--- src/rtl/ysyx_24070016_pkg.sv ---
// Shared types and constants for the instruction fetch unit.
package ysyx_24070016_pkg;

    localparam int          INST_W           = 32;
    localparam logic [31:0] RESET_PC_DEFAULT = 32'h8000_0000;
    localparam logic [31:0] INST_NOP         = 32'h0000_0013;

    typedef enum logic [2:0] {
        IDLE  = 3'd0,
        REQ   = 3'd1,
        WAIT  = 3'd2,
        HOLD  = 3'd3,
        STALL = 3'd4,
        HALT  = 3'd5
    } ifu_state_t;

endpackage

--- src/rtl/ysyx_24070016_ifu.sv ---
// Instruction fetch: owns the PC, keeps one imem read in flight, hands words to decode.
// Latency: req handshake at t, rsp at t+k, inst_valid at t+k+1; decode backpressure holds the word.
module ysyx_24070016_ifu
    import ysyx_24070016_pkg::*;
#(
    parameter logic [31:0] RESET_PC = RESET_PC_DEFAULT,
    parameter int          XLEN     = INST_W
) (
    input  logic            clk,
    input  logic            rst,
    output logic            imem_req_valid,
    input  logic            imem_req_ready,
    output logic [XLEN-1:0] imem_req_addr,
    input  logic            imem_rsp_valid,
    input  logic [XLEN-1:0] imem_rsp_data,
    input  logic            imem_rsp_err,
    output logic            inst_valid,
    input  logic            inst_ready,
    output logic [XLEN-1:0] inst,
    output logic [XLEN-1:0] inst_pc,
    output logic            inst_fault,
    input  logic            redirect_valid,
    input  logic [XLEN-1:0] redirect_pc,
    input  logic            halt
);

    ifu_state_t      state, n_state;
    logic [XLEN-1:0] pc, n_pc;
    logic            kill, n_kill;
    logic            halt_q;
    logic            n_req_valid, n_inst_valid, n_inst_fault;
    logic [XLEN-1:0] n_req_addr, n_inst, n_inst_pc;
    logic            halting;
    logic [XLEN-1:0] redir;

    // halt is latched so the unit stays halted even if decode drops the pulse
    assign halting = halt | halt_q;
    assign redir   = {redirect_pc[XLEN-1:2], 2'b00};

    always_comb begin
        n_state      = state;
        n_pc         = pc;
        n_kill       = kill;
        n_req_valid  = imem_req_valid;
        n_req_addr   = imem_req_addr;
        n_inst_valid = inst_valid;
        n_inst       = inst;
        n_inst_pc    = inst_pc;
        n_inst_fault = inst_fault;
        case (state)
            IDLE: begin
                if (halting) begin
                    n_state = HALT;
                end else begin
                    n_state     = REQ;
                    n_req_valid = 1'b1;
                    n_req_addr  = redirect_valid ? redir : pc;
                    n_pc        = redirect_valid ? redir : pc;
                end
            end
            REQ: begin
                if (imem_req_ready) begin
                    n_req_valid = 1'b0;
                    n_state     = WAIT;
                    if (!halting && redirect_valid) begin
                        n_pc   = redir;
                        n_kill = 1'b1;
                    end
                end else if (halting) begin
                    n_req_valid = 1'b0;
                    n_state     = HALT;
                end else if (redirect_valid) begin
                    // address must stay put until accepted; the response gets dropped
                    n_pc   = redir;
                    n_kill = 1'b1;
                end
            end
            WAIT: begin
                if (imem_rsp_valid) begin
                    n_kill = 1'b0;
                    if (halting) begin
                        n_state = HALT;
                    end else if (kill || redirect_valid) begin
                        n_state     = REQ;
                        n_req_valid = 1'b1;
                        n_req_addr  = redirect_valid ? redir : pc;
                        n_pc        = redirect_valid ? redir : pc;
                    end else begin
                        n_state      = HOLD;
                        n_inst_valid = 1'b1;
                        n_inst       = imem_rsp_data;
                        n_inst_pc    = pc;
                        n_inst_fault = imem_rsp_err;
                    end
                end else if (!halting && redirect_valid) begin
                    n_pc   = redir;
                    n_kill = 1'b1;
                end
            end
            HOLD: begin
                if (halting) begin
                    n_inst_valid = 1'b0;
                    n_state      = HALT;
                end else if (redirect_valid) begin
                    n_inst_valid = 1'b0;
                    n_pc         = redir;
                    n_req_valid  = 1'b1;
                    n_req_addr   = redir;
                    n_state      = REQ;
                end else if (inst_ready) begin
                    n_inst_valid = 1'b0;
                    if (inst_fault) begin
                        n_state = STALL;
                    end else begin
                        n_pc        = pc + 32'd4;
                        n_req_valid = 1'b1;
                        n_req_addr  = pc + 32'd4;
                        n_state     = REQ;
                    end
                end
            end
            STALL: begin
                if (halting) begin
                    n_state = HALT;
                end else if (redirect_valid) begin
                    n_pc        = redir;
                    n_req_valid = 1'b1;
                    n_req_addr  = redir;
                    n_state     = REQ;
                end
            end
            HALT: begin
                n_req_valid  = 1'b0;
                n_inst_valid = 1'b0;
            end
            default: begin
                n_state      = IDLE;
                n_req_valid  = 1'b0;
                n_inst_valid = 1'b0;
            end
        endcase
    end

    always_ff @(posedge clk or posedge rst) begin
        if (rst) begin
            state          <= IDLE;
            pc             <= RESET_PC;
            kill           <= 1'b0;
            halt_q         <= 1'b0;
            imem_req_valid <= 1'b0;
            imem_req_addr  <= RESET_PC;
            inst_valid     <= 1'b0;
            inst           <= '0;
            inst_pc        <= '0;
            inst_fault     <= 1'b0;
        end else begin
            state          <= n_state;
            pc             <= n_pc;
            kill           <= n_kill;
            halt_q         <= halt_q | halt;
            imem_req_valid <= n_req_valid;
            imem_req_addr  <= n_req_addr;
            inst_valid     <= n_inst_valid;
            inst           <= n_inst;
            inst_pc        <= n_inst_pc;
            inst_fault     <= n_inst_fault;
        end
    end

endmodule
--- config.mk ---
export PLATFORM = sky130hd
export DESIGN_NAME = ysyx_24070016_ifu
export DESIGN_NICKNAME = d
export VERILOG_FILES = /design/src/rtl/ysyx_24070016_pkg.sv /design/src/rtl/ysyx_24070016_ifu.sv
export SDC_FILE = /design/constraint.sdc
export NUM_CORES = 1
export LEC_CHECK = 0
export CORE_ASPECT_RATIO = 0.8
export CORE_MARGIN = 5
export CORE_UTILIZATION = 55
export DETAILED_ROUTE_END_ITERATION = 16
export PLACE_DENSITY = 0.86
export SLEW_MARGIN = 10
export SYNTH_ARGS = -nofsm -noshare
export SYNTH_HDL_FRONTEND = slang
export SYNTH_SLANG_ARGS = --single-unit
export TNS_END_PERCENT = 5
--- constraint.sdc ---
create_clock -name clk -period 7.85 [get_ports clk]
set_input_delay 1.57 -clock clk [delete_from_list [all_inputs] [get_ports clk]]
set_output_delay 1.57 -clock clk [all_outputs]
set_load 0.02 [all_outputs]
==> results of run 1 <==
## where the power goes
group,total [mW],switching [mW],internal [mW],leakage (nW)
logic,1.39,0.827,0.559,1.94
registers,1.06,0.209,0.852,1.79
clock network,0.795,0.327,0.468,0.268
## layout make-up
type,count,area (sq um)
clock buffer,18,429
tap,180,225
sequential,136,3410
fill,1036,3730
multi-input combinational,556,3850
clock inverter,14,151
timing repair buffer,177,1750
inverter,25,98.8
## critical path: stages
cell and delay (ns):
clkdlybuf4s50_1 0.47, nand4bb_1 0.63, nor2_1 0.29, a211oi_4 0.84
and2_2 0.84, mux2_2 0.41
## metrics by stage
| stage | cell area (sq um) | hold slack, ns | std cells | power, mW |
|---|---|---|---|---|
| floorplan | 7690 | 0.497 | 796 | 1.95 |
| global placement | 9330 | 0.459 | 1074 | 2.37 |
| detailed placement | 9330 | 0.474 | 1074 | 2.41 |
| CTS | 9910 | 0.489 | 1106 | 3.21 |
| global route | 9910 | 0.519 | 1106 | 3.40 |
| finish | 9910 | 0.483 | 1106 | 3.24 |
## synthesized netlist by cell type, types with 5 or more instances
| library cell | instances | area [sq um] |
|---|---|---|
| a211o_1 | 5 | 43.8 |
| a211oi_1 | 9 | 67.6 |
| a21oi_1 | 66 | 330 |
| a221o_1 | 6 | 60.1 |
| a221oi_1 | 16 | 140 |
| a22oi_1 | 23 | 173 |
| a31oi_1 | 28 | 175 |
| and4_1 | 6 | 52.6 |
| buf_1 | 9 | 33.8 |
| buf_2 | 29 | 145 |
| buf_4 | 6 | 45.0 |
| clkbuf_1 | 35 | 131 |
| dfrtp_1 | 134 | 3350 |
| inv_1 | 23 | 86.3 |
| mux2_2 | 63 | 709 |
| nand2_1 | 50 | 188 |
| nand2b_1 | 11 | 68.8 |
| nand3_1 | 24 | 120 |
| nand4_1 | 10 | 62.6 |
| nor2_1 | 26 | 97.6 |
| nor2b_1 | 9 | 56.3 |
| nor3_1 | 14 | 70.1 |
| nor4_1 | 14 | 87.6 |
| o21ai_0 | 51 | 255 |
| o2bb2ai_1 | 7 | 61.3 |
| o311ai_0 | 6 | 52.6 |
| o31a_1 | 6 | 52.6 |
| o31ai_1 | 9 | 67.6 |
| or3_1 | 9 | 56.3 |
## worst max-delay path by stage
stage	from	end
after floorplan	rst	halt_q
after global placement	redirect_valid	imem_req_addr[7]
after detailed placement	redirect_valid	imem_req_addr[10]
after CTS	redirect_valid	imem_req_addr[10]
after global routing	redirect_valid	imem_req_addr[6]
final	redirect_valid	imem_req_addr[12]
## registers in the layout, indices dropped and copies added, names as in the netlist
| name | flops |
|---|---|
| inst | 32 |
| kill | 1 |
| halt_q | 1 |
| inst_fault | 1 |
| inst_valid | 1 |
| imem_req_valid | 1 |
| imem_req_addr | 32 |
| pc | 32 |
| inst_pc | 32 |
| state | 3 |
## per-layer routing
| layer | routed length (microns) | up-vias |
|---|---|---|
| met5 | 0 | - |
| met4 | 462 | 0 |
| met3 | 3430 | 65 |
| met2 | 10600 | 569 |
| met1 | 10100 | 3576 |
| li1 | - | 3273 |
## cells by family (layout without fill, tap and decap cells)
logic type	Yosys count	after routing	share of synthesized area, %
DFF	136	136	44.3
AOI/OAI and AO/OA	285	285	25.5
adders and majority gates	1	1	0.163
xor gates and xnor gates	4	4	0.456
and+or+nand+nor	196	196	13.6
buffers and inverters	104	234	5.84
muxes	70	70	10.2
==> qor.csv, run 1 <==
stage,metric,value,unit
route,antenna_left,0,
route,viasPerCell,6.77,
grt,grt_overflow,0,
route,drt-initial-drc-count,1145,
floorplanning,die_height,116,microns
placed_design,port_buffers,168,
timing,min_period,4.77,ns
timing,slew_viol_final,0,
route,drt-total-wl,24600,microns
timing,fin_crit_sh,60.8,%
cells_and_area,layout_common_cells,"clkdlybuf4s50_1 (168), dfrtp_1 (134), a21oi_1 (65)",
route,detailedRoute.firstPassIterationCount,7,
critical_path,worstSetupEndpointType,register,
grt,grt_pass1_vias,7051,
clock_network,cts_root_buf,clkbuf_16,
floorplanning,initial_core_util,56.4,%
critical_path,cp_max_fo,33,
critical_path,critPathLaunchType,primary input,
synthesis,seq_area_frac_synth,44.3,%
pwr,ir_drop,0.241,mV
worst_hold_path,min_path_cells,2,
floorplanning,die_x,142,microns
timing,rsz0062_at_grt,false,
worst_hold_path,hold_end,inst_pc[6],
cells_and_area,diodes,0,
critical_path,rr_startpoint,state[2],
clock_network,h-tree-depth,4,
synthesis,ys.flop_type,dfrtp_1,
clock_network,cts_tree,built,
route,drc_errors,0,
grt,grt_pass1_wl,38600,microns
clock_network,clk_latency,0.44,ns
timing,setup_slack,3.08,ns
pwr,p_leak,4.00,nW
clock_network,clkTransAtPathRegs,0.06,ns
floorplanning,pin_count,171,
synthesis,async_reset_ff_share,100,%
worst_hold_path,holdCritStartpoint,inst_pc[6],
timing,hold_viol,0,
timing,setup_tns,0,ns
timing,setup_viol,0,
grt,gr-usage-met3,10.1,%
clock_network,clock-sinks,136,
timing,tightestPinTransition,1.16,ns
synthesis,synth_edf_count,0,
synthesis,ys_warn_count,0,
clock_network,post_cts_buffers,0,
route,dr_total_vias,7483,
clock_network,postCtsResizedCells,0,
floorplanning,dieArea,16500,sq um
clock_network,cts-hold-fix-buffers,0,
grt,grt_start_max_net_pins,77,
grt,top_usage_layer,met2,
grt,grt_usage,29.8,%
cells_and_area,layout-drive-gt1-share,13.2,%
timing,fmax,210,MHz
critical_path,crit_type,in -> reg,
clock_network,cts_buffers,17,
timing,fin_skew,0.0107,ns
cells_and_area,area_growth,28.9,%
grt,met1_usage,42.4,%
outcome,status,"finished, final reports clean",
cells_and_area,layout_commonest_cell,clkdlybuf4s50_1,
placed_design,dp_hpwl,16000,microns
synthesis,syn_inst,796,
flow_run,cap_violations,0,
pwr,power.density,327,nW/um^2
critical_path,worst-r2r-cell-count,5,
critical_path,ff2ff_setup_slack,3.72,ns
synthesis,syn_area,7690,sq um
cells_and_area,layout.nets,986,
worst_hold_path,min_path_type,reg -> reg,
synthesis,ys_types,77,
clock_network,clock_path_buffers,2,
synthesis,synth-seq-cells,136,
critical_path,r2r-end,imem_req_addr[12],
grt,antenna_found_initial,0,
timing,slew_headroom,22.9,%
placed_design,gp_congestion,0.948,
floorplanning,rows,38,
critical_path,crit_required,8.16,ns
synthesis,avgSynthCellArea,9.66,sq um
cells_and_area,final_core_utilization,72.6,%
grt,met2_usage,43.9,%
synthesis,syn_nets,869,
route,wl_per_cell,22.2,microns
placed_design,place_ws,2.74,ns
floorplanning,coreArea,13600,sq um
critical_path,critPathArrivalTime,5.08,ns
Power figures use the tool's default switching activity.
==> inputs of run 2 (changes only) <==
--- a/config.mk
+++ b/config.mk
@@ -7,9 +7,9 @@
 export LEC_CHECK = 0
 export CORE_ASPECT_RATIO = 0.8
 export CORE_MARGIN = 5
-export CORE_UTILIZATION = 55
+export CORE_UTILIZATION = 46
 export DETAILED_ROUTE_END_ITERATION = 16
-export PLACE_DENSITY = 0.86
+export PLACE_DENSITY = 0.77
 export SLEW_MARGIN = 10
 export SYNTH_ARGS = -nofsm -noshare
 export SYNTH_HDL_FRONTEND = slang
==> constraint.sdc (replaced) <==
create_clock -name clk -period 4.2 [get_ports clk]
set_input_delay 0.84 -clock clk [delete_from_list [all_inputs] [get_ports clk]]
set_output_delay 0.84 -clock clk [all_outputs]
set_load 0.02 [all_outputs]
==> run 2 against run 1 <==
  * Combinational power grew 94%
  * Sequential power grew 88%
  * Setup slack lost 1.8 ns
  * Design area grew 2.8%
  * Cell count grew 5.3%
  * Clock skew shrank 0.0030 ns
  * Register-to-register slack lost 2.5 ns
  * Global-route usage shrank 4.4 points
  * Critical endpoint is now inst[10]
  * Via count shrank 2.2%
==> qor.csv, run 2 (synthesis gave the netlist of run 1 again) <==
stage,metric,value,unit,change
pwr,p_seq_share,31.7,%,-1.0 points
clock_network,clkTransAtPathRegs,0.06,ns,about the same
clock_network,cts_tree,built,,
timing,hold_viol,0,,unchanged
worst_hold_path,min_path_type,reg -> reg,,
placed_design,dp_cells,1134,,+5.6%
clock_network,clock-sinks,136,,unchanged
floorplanning,die_x,155,microns,+8.7%
cells_and_area,fin_area,10200,sq um,+2.8%
timing,min_period,2.97,ns,
grt,grt_usage,25.5,%,-4.4 points
pwr,p_leak,4.14,nW,+3.3%
clock_network,h-tree-depth,4,,unchanged
grt,grt_pass1_wl,39700,microns,+2.8%
timing,setup_viol,0,,unchanged
pwr,power.density,616,nW/um^2,+88%
cells_and_area,area_growth,32.5,%,
timing,tightestPinTransition,0.855,ns,-0.301 ns
pwr,p_int,3.75,mW,+100%
clock_network,clk_latency,0.42,ns,-0.02 ns
critical_path,worstSetupEndpointType,register,,
flow_run,cap_violations,0,,unchanged
timing,setup_tns,0,ns,unchanged
grt,grt_overflow,0,,unchanged
cells_and_area,layout_commonest_cell,clkdlybuf4s50_1,,
timing,fin_skew,0.00764,ns,-0.00302 ns
placed_design,port_buffers,168,,unchanged
placed_design,dp_hpwl,16900,microns,+5.2%
floorplanning,rows,42,,+11%
clock_network,post_cts_buffers,0,,unchanged
critical_path,worst-r2r-cell-count,6,,+1
placed_design,place_area,9560,sq um,+2.5%
timing,fin_crit_sh,70.7,%,
critical_path,r2r-end,imem_req_addr[8],,
outcome,status,"finished, final reports clean",,
timing,slew_headroom,43.0,%,+20 points
floorplanning,dieArea,19400,sq um,+18%
clock_network,postCtsResizedCells,0,,unchanged
clock_network,cts_buffers,17,,unchanged
clock_network,cts_root_buf,clkbuf_16,,
route,dr_total_vias,7317,,-2.2%
route,drc_errors,0,,unchanged
critical_path,critPathArrivalTime,3.27,ns,-1.81 ns
pwr,netSwitchingFraction,40.2,%,-1.8 points
floorplanning,coreArea,16500,sq um,+21%
floorplanning,pin_count,171,,unchanged
route,drt-initial-drc-count,1064,,-7.1%
pwr,power_switching,2.53,mW,+85%
critical_path,ff2ff_setup_slack,1.25,ns,-2.47 ns
pwr,power.clock.fraction,25.4,%,+0.9 points
cells_and_area,diodes,0,,unchanged
critical_path,crit_type,in -> reg,,
critical_path,rr_startpoint,state[1],,
critical_path,critPathLaunchType,primary input,,
clock_network,clock_path_buffers,2,,unchanged
route,drt-total-wl,24700,microns,+0.59%
route,viasPerCell,6.28,,-7.2%
critical_path,crit_end,inst[10],,
cells_and_area,final_cells,1165,,+5.3%
critical_path,crit_required,4.50,ns,-3.66 ns
grt,grt_pass1_vias,7149,,+1.4%
floorplanning,die_height,126,microns,+8.5%
timing,fmax,337,MHz,
grt,antenna_found_initial,1,,+1
route,detailedRoute.firstPassIterationCount,6,,-1
pwr,ir_drop,0.482,mV,+100%
grt,grt_start_max_net_pins,137,,+78%
floorplanning,initial_core_util,46.6,%,-9.8 points
cells_and_area,layout-drive-gt1-share,14.7,%,+1.5 points
placed_design,gp_congestion,0.970,,+2.3%
route,wl_per_cell,21.2,microns,-4.5%
clock_network,cts-hold-fix-buffers,0,,unchanged
route,antenna_left,0,,unchanged
timing,hold_ws,0.474,ns,-0.00888 ns
cells_and_area,layout_common_cells,"clkdlybuf4s50_1 (168), dfrtp_1 (134), a21oi_1 (66)",,
pwr,power_frac_comb,42.9,%,about the same
cells_and_area,layout.nets,1006,,+2.0%
timing,slew_viol_final,0,,unchanged
cells_and_area,final_core_utilization,61.8,%,-11 points
timing,rsz0062_at_grt,false,,
critical_path,cp_max_fo,52,,+58%
critical_path,crit_start,halt,,
[run 2: cell types whose count changed in the layout (fill, tap and decap cells not counted), moves of 2 or more]
cell and delta:
clkinv_4 -2, clkbuf_8 +2, buf_12 +3, inv_6 -2, buf_4 +17, bufinv_16 +2
[run 2: how the worst min path moves through the flow]
| stage | start | to | slack [ns] | cells past startpoint |
|---|---|---|---|---|
| after floorplan | pc[0] | inst_pc[0] | 0.50 | 1 |
| after global placement | inst_pc[22] | inst_pc[22] | 0.46 | 2 |
| after detailed placement | inst_pc[14] | inst_pc[14] | 0.47 | 2 |
| after CTS | inst_pc[14] | inst_pc[14] | 0.48 | 2 |
| after global routing | inst_pc[24] | inst_pc[24] | 0.51 | 2 |
| final | inst_pc[14] | inst_pc[14] | 0.47 | 2 |
[run 2: layer usage]
layer | global-route usage [%] | wire length [microns] | up-vias
met2 | 35.9 | 10600 | 435
met1 | 36.6 | 11000 | 3524
li1 | - | - | 3309
met5 | 0 | 8 | -
met3 | 9.36 | 2720 | 47
met4 | 7.68 | 432 | 2
[run 2: power by group through the flow]
| stage | Clock, mW | Sequential, mW | Combinational, mW |
|---|---|---|---|
| finish | 1.60 | 1.99 | 2.69 |
| global placement | 0 | 1.98 | 2.61 |
| floorplan | 0 | 1.93 | 1.72 |
| global route | 1.68 | 2.04 | 2.90 |
| CTS | 1.62 | 1.98 | 2.67 |
| detailed placement | 0 | 1.99 | 2.65 |
[run 2: critical path, cell delays in order]
cell,delay [ns]
clkdlybuf4s50_1,0.45
nor2_2,0.25
inv_2,0.15
nor3_1,0.40
nand3_4,0.48
buf_12,0.36
mux2_2,0.30
[run 2: final cells by class]
class                   count  area (sq um)
fillers                  1391          6310
multi-input cells         556          3850
flip-flops and latches    136          3410
repair buffers            197          1940
clock buffers              20           457
well taps                 220           275
clock inverters            11           173
inverters                  25          97.6
[run 2: metrics by stage]
stage          worst slack (ns)  power, mW
2_1_floorplan              1.67       3.65
3_3_place_gp              0.866       4.60
3_5_place_dp              0.821       4.64
4_1_cts                    1.26       6.27
5_1_grt                    1.09       6.62
6_report                   1.23       6.28
==> inputs of run 3 (changes only) <==
--- a/config.mk
+++ b/config.mk
@@ -7,9 +7,9 @@
 export LEC_CHECK = 0
 export CORE_ASPECT_RATIO = 0.8
 export CORE_MARGIN = 5
-export CORE_UTILIZATION = 46
+export CORE_UTILIZATION = 51
 export DETAILED_ROUTE_END_ITERATION = 16
-export PLACE_DENSITY = 0.77
+export PLACE_DENSITY = 0.81
 export SLEW_MARGIN = 10
 export SYNTH_ARGS = -nofsm -noshare
 export SYNTH_HDL_FRONTEND = slang
==> constraint.sdc (replaced) <==
create_clock -name clk -period 2.91 [get_ports clk]
set_input_delay 0.582 -clock clk [delete_from_list [all_inputs] [get_ports clk]]
set_output_delay 0.582 -clock clk [all_outputs]
set_load 0.02 [all_outputs]
==> run 3 against run 2 <==
  * Die area shrank 9.1%
  * Clock-buffer cell count decreased by 2
  * Register-to-register slack lost 0.85 ns
  * Clock skew is essentially flat
  * Core utilization up 8.5 points
  * Setup slack lost 0.83 ns
  * Sequential cell count did not move
  * Largest power group unchanged
==> qor.csv, run 3 (synthesis gave the netlist of run 1 again) <==
stage,metric,value,unit,change
grt,met1_usage,40.1,%,+3.5 points
route,drc_errors,0,,unchanged
timing,tightestPinTransition,0.635,ns,-0.220 ns
placed_design,place_area,9830,sq um,+2.8%
timing,hold_viol,0,,unchanged
pwr,netSwitchingFraction,40.0,%,-0.26 points
grt,grt_pass1_vias,7254,,+1.5%
pwr,power_frac_comb,45.0,%,+2.1 points
clock_network,clock_path_buffers,2,,unchanged
cells_and_area,layout_commonest_cell,clkdlybuf4s50_1,,
clock_network,cts-hold-fix-buffers,0,,unchanged
worst_hold_path,min_path_type,reg -> reg,,
clock_network,cts_buffers,17,,unchanged
timing,slew_viol_final,0,,unchanged
timing,fin_crit_sh,86.1,%,
timing,fin_skew,0.00811,ns,+0.000464 ns
grt,grt_usage,28.6,%,+3.1 points
route,antenna_left,0,,unchanged
critical_path,r2r-end,pc[31],,
placed_design,port_buffers,168,,unchanged
pwr,power_switching,3.76,mW,+49%
route,drt-total-wl,25100,microns,+1.6%
route,viasPerCell,6.47,,+3.0%
placed_design,gp_congestion,0.961,,-0.90%
timing,fmax,399,MHz,
pwr,ir_drop,0.745,mV,+54%
cells_and_area,layout.nets,1043,,+3.7%
critical_path,max_stage_delay,0.61,ns,+0.13 ns
critical_path,critPathLaunchType,register,,
critical_path,crit_start,pc[15],,
cells_and_area,area_growth,36.2,%,
pwr,power.density,897,nW/um^2,+46%
critical_path,crit_type,reg -> reg,,
clock_network,postCtsResizedCells,0,,unchanged
floorplanning,die_height,120,microns,-4.6%
cells_and_area,layout-drive-gt1-share,18.0,%,+3.3 points
floorplanning,die_x,147,microns,-4.7%
clock_network,clkTransAtPathRegs,0.06,ns,about the same
timing,slew_headroom,57.7,%,+15 points
grt,top_usage_layer,met2,,
floorplanning,initial_core_util,51.6,%,+5.0 points
timing,setup_viol,0,,unchanged
pwr,p_int,5.64,mW,+50%
pwr,p_seq_share,29.4,%,-2.3 points
grt,antenna_found_initial,0,,-1
clock_network,post_cts_buffers,0,,unchanged
grt,grt_pass1_wl,40000,microns,+0.89%
clock_network,cts_tree,built,,
grt,grt_overflow,0,,unchanged
clock_network,cts_root_buf,clkbuf_16,,
route,drt-initial-drc-count,1194,,+12%
critical_path,crit_required,3.22,ns,-1.28 ns
pwr,p_leak,4.35,nW,+5.1%
critical_path,cp_cell_sequence,nand2_4 > or3_1 > or4_1 > a21o_1 > a222oi_1,,
floorplanning,rows,40,,-4.8%
clock_network,clock-sinks,136,,unchanged
route,dr_total_vias,7580,,+3.6%
critical_path,slowest_stage,or3_1,,
cells_and_area,fillers,1154,,-17%
timing,rsz0062_at_grt,false,,
cells_and_area,final_core_utilization,70.3,%,+8.5 points
floorplanning,coreArea,14900,sq um,-9.6%
critical_path,worstSetupEndpointType,register,,
cells_and_area,fin_area,10500,sq um,+2.8%
placed_design,dp_hpwl,17500,microns,+3.9%
floorplanning,dieArea,17700,sq um,-9.1%
flow_run,cap_violations,0,,unchanged
floorplanning,pin_count,171,,unchanged
critical_path,worst-r2r-cell-count,5,,-1
grt,grt_start_max_net_pins,94,,-31%
critical_path,ff2ff_setup_slack,0.40,ns,-0.85 ns
critical_path,cp_max_fo,16,,-69%
critical_path,critPathArrivalTime,2.82,ns,-0.45 ns
clock_network,h-tree-depth,4,,unchanged
route,wl_per_cell,21.4,microns,+1.0%
grt,met2_usage,42.6,%,+6.7 points
critical_path,crit_end,pc[31],,
route,detailedRoute.firstPassIterationCount,6,,unchanged
outcome,status,"finished, final reports clean",,
timing,setup_tns,0,ns,unchanged
clock_network,clk_latency,0.43,ns,about the same
pwr,power.clock.fraction,25.7,%,+0.3 points
timing,min_period,2.51,ns,
critical_path,rr_startpoint,pc[15],,
grt,gr-usage-met3,8.61,%,-0.76 points
cells_and_area,diodes,0,,unchanged
cells_and_area,layout_common_cells,"clkdlybuf4s50_1 (168), dfrtp_1 (134), a21oi_1 (66)",,
run 3: cell count changes in the layout (fill, tap and decap cells not counted):
cell	delta
clkbuf_8	-2
inv_6	+3
bufinv_16	+1
clkinv_4	+1
buf_4	+35
buf_12	+2
clkinv_2	+1
clkinvlp_4	-3
run 3: power by group through the flow:
stage | sequential, mW | combinational, mW | clock (mW)
6_report | 2.76 | 4.23 | 2.41
5_1_grt | 2.83 | 4.51 | 2.51
4_1_cts | 2.74 | 4.15 | 2.43
3_5_place_dp | 2.77 | 4.12 | 0
3_3_place_gp | 2.76 | 4.04 | 0
2_1_floorplan | 2.79 | 2.48 | 0
run 3: worst min path at each step:
stage | slack, ns | end | start | cells after the start
floorplan | 0.50 | inst_pc[0] | pc[0] | 1
global placement | 0.46 | inst_pc[12] | inst_pc[12] | 2
detailed placement | 0.47 | inst_pc[14] | inst_pc[14] | 2
CTS | 0.48 | inst_pc[14] | inst_pc[14] | 2
global route | 0.52 | inst_pc[30] | inst_pc[30] | 1
finish | 0.48 | inst_pc[14] | inst_pc[14] | 2
run 3: routing by layer:
layer / up-vias / share of wire (%)
met1: 3652 / 42
li1: 3382 / -
met5: - / 0
met4: 0 / 1.9
met2: 500 / 44
met3: 46 / 12
run 3: through the flow:
stage / hold WS, ns / setup slack (ns) / power, mW / std cells
2_1_floorplan: 0.497 / 0.636 / 5.27 / 796
3_3_place_gp: 0.460 / 0.126 / 6.79 / 1140
3_5_place_dp: 0.470 / 0.0628 / 6.89 / 1140
4_1_cts: 0.484 / 0.451 / 9.33 / 1172
5_1_grt: 0.516 / 0.287 / 9.86 / 1172
6_report: 0.480 / 0.404 / 9.40 / 1172
run 3: layout make-up:
type	instances	area, sq um	area share (%)
inverters	25	97.6	0.931
multi-input cells	556	3850	36.7
clock inverters	14	220	2.10
clock buffers	18	429	4.10
flip-flops and latches	136	3410	32.5
repair buffers	234	2240	21.4
well taps	189	236	2.26
run 3: worst max-delay path: cells and delay by family (launching register included):
family / cells / cell delay [ns]
AO/OA/AOI/OAI: 2 / 0.56
flip-flops: 1 / 0.56
AND/OR/NAND/NOR: 3 / 1.27
